## src/rtl/pipe_mem_access_ctrl.sv

```systemverilog
// pipe_mem_access_ctrl
//
// Sequences host accesses into the pipeline instruction and data memories.
// It takes one command at a time, stalls the core, waits until in-flight
// instructions have drained, performs a single read or write on the selected
// memory, then returns a response and releases the stall.
//
// Ports
//   clk, reset                 system clock, asynchronous active-low reset
//   cmd_valid / cmd_ready      command handshake
//   cmd_target                 0 = imem, 1 = dmem
//   cmd_wr                     1 = write, 0 = read
//   cmd_addr, cmd_wdata        word address and write data
//   rsp_valid / rsp_ready      response handshake
//   rsp_data, rsp_err          read data (0 for writes/errors), address-range error
//   ext_halt                   software halt request; stalls the core while high
//   core_stall                 registered stall for pipeline registers and PC
//   imem_* / dmem_*            controller-owned memory port (en drives the address mux)

module pipe_mem_access_ctrl #(
  parameter int unsigned ADDR_W       = 9,
  parameter int unsigned DEPTH        = 512,
  parameter int unsigned DRAIN_CYCLES = 4,
  parameter int unsigned RD_LAT       = 1
) (
  input  logic              clk,
  input  logic              reset,

  input  logic              cmd_valid,
  output logic              cmd_ready,
  input  logic              cmd_target,
  input  logic              cmd_wr,
  input  logic [ADDR_W-1:0] cmd_addr,
  input  logic [31:0]       cmd_wdata,

  output logic              rsp_valid,
  input  logic              rsp_ready,
  output logic [31:0]       rsp_data,
  output logic              rsp_err,

  input  logic              ext_halt,
  output logic              core_stall,

  output logic              imem_en,
  output logic              imem_we,
  output logic [ADDR_W-1:0] imem_addr,
  output logic [31:0]       imem_wdata,
  input  logic [31:0]       imem_rdata,

  output logic              dmem_en,
  output logic              dmem_we,
  output logic [ADDR_W-1:0] dmem_addr,
  output logic [31:0]       dmem_wdata,
  input  logic [31:0]       dmem_rdata
);

  // Stall counter only needs to reach DRAIN_CYCLES; keep at least one bit.
  localparam int unsigned CntW = (DRAIN_CYCLES < 1) ? 1 : $clog2(DRAIN_CYCLES + 1);
  localparam logic [CntW-1:0] DrainMax = CntW'(DRAIN_CYCLES);
  localparam logic [1:0]      LatLast  = 2'(RD_LAT - 1);

  typedef enum logic [2:0] {
    StIdle,
    StDrain,
    StAccess,
    StWait,
    StResp
  } state_e;

  state_e            state_q, state_d;
  logic              tgt_q, tgt_d;
  logic              wr_q, wr_d;
  logic [ADDR_W-1:0] addr_q, addr_d;
  logic [31:0]       wdata_q, wdata_d;
  logic [31:0]       rsp_data_q, rsp_data_d;
  logic              rsp_err_q, rsp_err_d;
  logic [CntW-1:0]   stall_cnt_q, stall_cnt_d;
  logic [1:0]        lat_cnt_q, lat_cnt_d;
  logic              core_stall_q, core_stall_d;
  logic              cmd_ready_q, cmd_ready_d;

  logic accept;
  logic addr_bad;
  logic drained;
  logic port_own;
  logic access_wr;

  // cmd_ready_q is only ever set when the next state is idle, so it also
  // implies the controller is idle.
  assign accept   = cmd_valid & cmd_ready_q;
  assign addr_bad = (32'(cmd_addr) >= DEPTH);
  assign drained  = (stall_cnt_q >= DrainMax);

  // Next-state and command/response register updates.
  always_comb begin
    state_d    = state_q;
    tgt_d      = tgt_q;
    wr_d       = wr_q;
    addr_d     = addr_q;
    wdata_d    = wdata_q;
    rsp_data_d = rsp_data_q;
    rsp_err_d  = rsp_err_q;
    lat_cnt_d  = lat_cnt_q;

    case (state_q)
      StIdle: begin
        if (accept) begin
          tgt_d      = cmd_target;
          wr_d       = cmd_wr;
          addr_d     = cmd_addr;
          wdata_d    = cmd_wdata;
          rsp_data_d = '0;
          rsp_err_d  = addr_bad;
          lat_cnt_d  = '0;
          if (addr_bad) begin
            // Out-of-range: answer straight away, never touch a memory.
            state_d = StResp;
          end else if (drained) begin
            // ext_halt already kept the core stalled long enough.
            state_d = StAccess;
          end else begin
            state_d = StDrain;
          end
        end
      end

      StDrain: begin
        if (drained) begin
          state_d = StAccess;
        end
      end

      StAccess: begin
        lat_cnt_d = '0;
        if (wr_q) begin
          state_d = StResp;
        end else begin
          state_d = StWait;
        end
      end

      StWait: begin
        if (lat_cnt_q == LatLast) begin
          rsp_data_d = tgt_q ? dmem_rdata : imem_rdata;
          state_d    = StResp;
        end else begin
          lat_cnt_d = lat_cnt_q + 2'd1;
        end
      end

      StResp: begin
        if (rsp_ready) begin
          state_d = StIdle;
        end
      end

      default: begin
        state_d = StIdle;
      end
    endcase
  end

  // Stall and ready are registered off the next state so they change
  // together with the state register.
  always_comb begin
    core_stall_d = ext_halt | (state_d != StIdle);
    cmd_ready_d  = (state_d == StIdle);
    if (!core_stall_d) begin
      stall_cnt_d = '0;
    end else if (stall_cnt_q >= DrainMax) begin
      stall_cnt_d = stall_cnt_q;
    end else begin
      stall_cnt_d = stall_cnt_q + CntW'(1);
    end
  end

  always_ff @(posedge clk or negedge reset) begin
    if (!reset) begin
      state_q      <= StIdle;
      tgt_q        <= 1'b0;
      wr_q         <= 1'b0;
      addr_q       <= '0;
      wdata_q      <= '0;
      rsp_data_q   <= '0;
      rsp_err_q    <= 1'b0;
      stall_cnt_q  <= '0;
      lat_cnt_q    <= '0;
      core_stall_q <= 1'b0;
      cmd_ready_q  <= 1'b0;
    end else begin
      state_q      <= state_d;
      tgt_q        <= tgt_d;
      wr_q         <= wr_d;
      addr_q       <= addr_d;
      wdata_q      <= wdata_d;
      rsp_data_q   <= rsp_data_d;
      rsp_err_q    <= rsp_err_d;
      stall_cnt_q  <= stall_cnt_d;
      lat_cnt_q    <= lat_cnt_d;
      core_stall_q <= core_stall_d;
      cmd_ready_q  <= cmd_ready_d;
    end
  end

  // Port ownership covers the access cycle and the read-latency wait; the
  // write strobe is confined to the single access cycle.
  assign port_own  = (state_q == StAccess) | (state_q == StWait);
  assign access_wr = (state_q == StAccess) & wr_q;

  always_comb begin
    imem_en    = port_own & ~tgt_q;
    imem_we    = access_wr & ~tgt_q;
    imem_addr  = imem_en ? addr_q : '0;
    imem_wdata = imem_en ? wdata_q : '0;

    dmem_en    = port_own & tgt_q;
    dmem_we    = access_wr & tgt_q;
    dmem_addr  = dmem_en ? addr_q : '0;
    dmem_wdata = dmem_en ? wdata_q : '0;
  end

  assign cmd_ready  = cmd_ready_q;
  assign core_stall = core_stall_q;
  assign rsp_valid  = (state_q == StResp);
  assign rsp_data   = rsp_data_q;
  assign rsp_err    = rsp_err_q;

endmodule

```

## config.mk

```make
export PLATFORM = sky130hd
export DESIGN_NAME = pipe_mem_access_ctrl
export DESIGN_NICKNAME = d
export VERILOG_FILES = /design/src/rtl/pipe_mem_access_ctrl.sv
export SDC_FILE = /design/constraint.sdc
export NUM_CORES = 1
export LEC_CHECK = 0
export BUFFER_PORTS_ARGS = -buffer_cell sky130_fd_sc_hd__buf_2
export CELL_PAD_IN_SITES_DETAIL_PLACEMENT = 0
export CELL_PAD_IN_SITES_GLOBAL_PLACEMENT = 1
export CORE_MARGIN = 4
export CORE_UTILIZATION = 35
export CTS_BUF_LIST = sky130_fd_sc_hd__clkbuf_2 sky130_fd_sc_hd__clkbuf_4 sky130_fd_sc_hd__clkbuf_8
export CTS_CLUSTER_SIZE = 28
export DETAILED_ROUTE_END_ITERATION = 16
export PLACE_DENSITY_LB_ADDON = 0.1
export SLEW_MARGIN = 40
export SYNTH_ARGS = -nofsm -noshare
export SYNTH_HDL_FRONTEND = slang
export SYNTH_SLANG_ARGS = --single-unit
```

## constraint.sdc

```tcl
create_clock -name clk -period 2 [get_ports clk]
set_clock_uncertainty 0.1 [all_clocks]
set_input_delay 0.2 -clock clk [delete_from_list [all_inputs] [get_ports clk]]
set_output_delay 0.2 -clock clk [all_outputs]
set_load 0.1 [all_outputs]
```

==> reports/summary.txt <==
final wirelength = 14500 µm
clock period minus worst slack = 2.02 ns
worst-case vdd ir drop = 0.852 mV
Area Growth Syn to Fin = 82.8%
ys flop type = dfrtp_1
Worst Path Max Fanout = 6
critical setup path kind = reg2out
Clock Tree Buf Depth = 2
Setup-failing EPs final = 34
period utilization = 101%
Slew Viols, Final = 0
Hold Path Depth = 4
Final Hold Viols = 0
Detail Route Antenna Nets = 0
CTS Sinks = 85
first-pass GRT wire length = 21700 µm
Pint = 6.13 mW
setup ws final = -0.0249 ns
vias in the first global route = 4241
vias = 3985
sequential share of power = 22.9%
Site Rows = 41
gr ovfl total = 0
switching power total = 6.60 mW
Initial Utilization = 35.6%
max-cap check violation count = 0
failing checks = negative setup slack
FF-to-FF setup slack = 0.09 ns
Reg clk slew, reported paths = 0.10 ns
largest area contributor in the netlist = dfrtp_1
worst endpoint required time = 1.70 ns
worst-skew pair later-pin latency = 0.35 ns
FF-to-FF path depth = 5
Peak Freq = 494 MHz
via/cell ratio = 4.68
switching share of power = 51.8%
Finished Layout Cells = 851
setup TNS = -0.449 ns
drt first-iter violations = 118
Clock Power Share = 10.0%
Post-Syn Nets = 506
worst r2r src = state_q[1]
Yosys reg bits = 85
Inst Count DP = 777
CP arrival = 1.72 ns
average size of a mapped cell = 11.4 µm²
io pins = 234
Core Region = 12600 µm²
HP Start = imem_rdata[2]
PwrDens = 1550 nW/µm²
DR pass1 iterations = 4
Min-Delay Path Class = in2reg
Synth top area share = 47.5%
Post-route DRC = 0
TritonCTS clock tree = built
area of the mapped netlist = 4480 µm²
Horiz. Die Dim = 121 µm
crit path capture type = primary output
RSZ-0062 raised after global routing = true
total CTS buffers = 9
share of cells above drive strength 1 = 65.4%
fraction of registers with async set/reset = 100%
Post-synth EDFFs = 0
RD Place Congestion = 0.756
combinational share of power = 67.2%
Ys Warns = 0
DR WL/cell = 17.0 µm
Total GRT Usage = 18.7%
status = finished, violations left
crit start category = flop
P_leak = 4.02 nW
htree depth = 3
clk root buf = clkbuf_8
Synth cell types = 38
top post-synthesis cells by area = dfrtp_1, mux2_2, mux2i_1
FF-to-FF End = wdata_q[27]
die area = 14700 µm²
Slowest cell on crit path = dfrtp_1
largest net degree at the start of global routing = 55
final core occ = 65.1%
WHS Endpoint = rsp_data[2]
Max stage delay on crit path = 0.42 ns
sequential area share after synthesis = 47.5%
Die Ht = 121 µm
crit path cell chain = nor2b_4 -> and2b_4 -> buf_4 -> buf_12 -> nor2b_4 -> buf_12
Final #Nets = 789
Detailed Place HPWL = 9740 µm
initial antenna violation count = 0
ANT cells = 0
worst hold slack = 0.0985 ns
Gate Count Post-Synth = 391
Buffers on Ports = 232
timing repair:
action,in CTS,in global routing
setup buffers,2,8
endpoints found under the hold margin,70,0
endpoints found under the setup margin,52,75
pin swaps,9,5
resized for setup,15,38
gates cloned,2,2
hold buffers,45,0
Yosys cell counts, types with 2 or more instances:
cell type / instances
nor3b_1: 2
nand2b_1: 2
a21o_1: 3
nor2_1: 34
nand3_1: 2
o21ai_0: 3
clkbuf_1: 12
and2_1: 43
inv_1: 7
ha_1: 3
dfrtp_1: 85
nor2b_1: 3
a31oi_1: 3
and3_1: 42
buf_2: 6
buf_4: 10
buf_6: 3
mux2_2: 75
mux2i_1: 34
routing by layer:
| metal | routed length (µm) | vias to the layer above | share of wire [%] | GRT usage [%] |
|---|---|---|---|---|
| li1 | - | 1909 | - | - |
| met1 | 5730 | 1907 | 40 | 21.8 |
| met2 | 7280 | 147 | 50 | 33.4 |
| met3 | 1060 | 22 | 7.3 | 4.66 |
| met4 | 386 | 0 | 2.7 | 6.23 |
| met5 | 0 | - | 0 | 0 |
sequential cells by signal, indices dropped and copies added, names as in the netlist, 2 cells and up:
register / flops
addr_q: 9
lat_cnt_q: 2
state_q: 3
stall_cnt_q: 3
rsp_data: 32
wdata_q: 32
area by class of cell:
type / instances / area, µm²
inverter: 8 / 30.0
sequential: 85 / 2130
tap: 172 / 215
timing repair buffer: 304 / 3270
clock buffer: 10 / 131
fill: 1007 / 4380
multi-input combinational: 266 / 2330
clock inverter: 6 / 71.3
worst max-delay path by stage:
| stage | from | to | slack (ns) |
|---|---|---|---|
| 2_1_floorplan | tgt_q | dmem_we | -0.21 |
| 3_3_place_gp | state_q[1] | wdata_q[17] | 0.27 |
| 3_5_place_dp | state_q[1] | wdata_q[11] | 0.23 |
| 4_1_cts | state_q[2] | imem_wdata[5] | -0.04 |
| 5_1_grt | state_q[1] | imem_we | -0.10 |
| 6_report | state_q[2] | imem_we | -0.02 |
worst max-delay path: cells and delay by family (launching register included):
kind,cells,cell delay [ns]
simple gates,3,0.51
buf+inv,3,0.43
flops,1,0.42
placed cells by master (no fill, tap or decap), drive strengths merged:
cell type,Yosys,routed
a211oi,2,2
a21o,3,3
a21oi,2,2
a31oi,3,3
a32oi,1,1
and2,43,43
and2b,1,1
and3,42,42
and3b,1,1
and4bb,1,1
buf,20,257
bufinv,0,1
clkbuf,12,12
clkinv,0,2
clkinvlp,0,2
conb,1,1
dfrtp,85,85
dlygate4sd3,0,45
ha,3,3
inv,8,9
mux2,75,75
mux2i,34,34
nand2,1,1
nand2b,2,2
nand3,2,2
nand3b,1,1
nand4bb,1,1
nor2,35,35
nor2b,3,3
nor3,1,1
nor3b,2,2
nor4b,1,1
o21ai,3,3
or3,1,1
xor2,1,1
through the flow:
| stage | setup WS (ns) | total power, mW | cell area (µm²) |
|---|---|---|---|
| after floorplan | -0.213 | 8.72 | 4600 |
| after global placement | 0.267 | 10.9 | 7280 |
| after detailed placement | 0.226 | 11.1 | 7280 |
| after CTS | -0.0401 | 12.6 | 8030 |
| after global routing | -0.104 | 13.3 | 8180 |
| final | -0.0249 | 12.7 | 8180 |
cells by family (layout without fill, tap and decap cells):
kind of cell	count (synthesis)	after routing	synth area share, %
adder cells (fa/ha/maj)	3	3	0.839
XOR/XNOR	1	1	0.196
AND/OR/NAND/NOR	138	138	17.8
flip-flops	85	85	47.5
AO/OA/AOI/OAI	14	14	2.21
other	1	1	0.0838
buffers and inverters	40	328	4.86
multiplexers	109	109	26.5
power by group through the flow:
stage | logic, mW | registers (mW) | clock network, mW
after detailed placement | 8.15 | 2.90 | 0
after floorplan | 4.50 | 4.22 | 0
after global placement | 8.08 | 2.85 | 0
after global routing | 8.92 | 3.02 | 1.39
after CTS | 8.39 | 2.87 | 1.32
final | 8.55 | 2.91 | 1.27
Power figures use the tool's default switching activity.
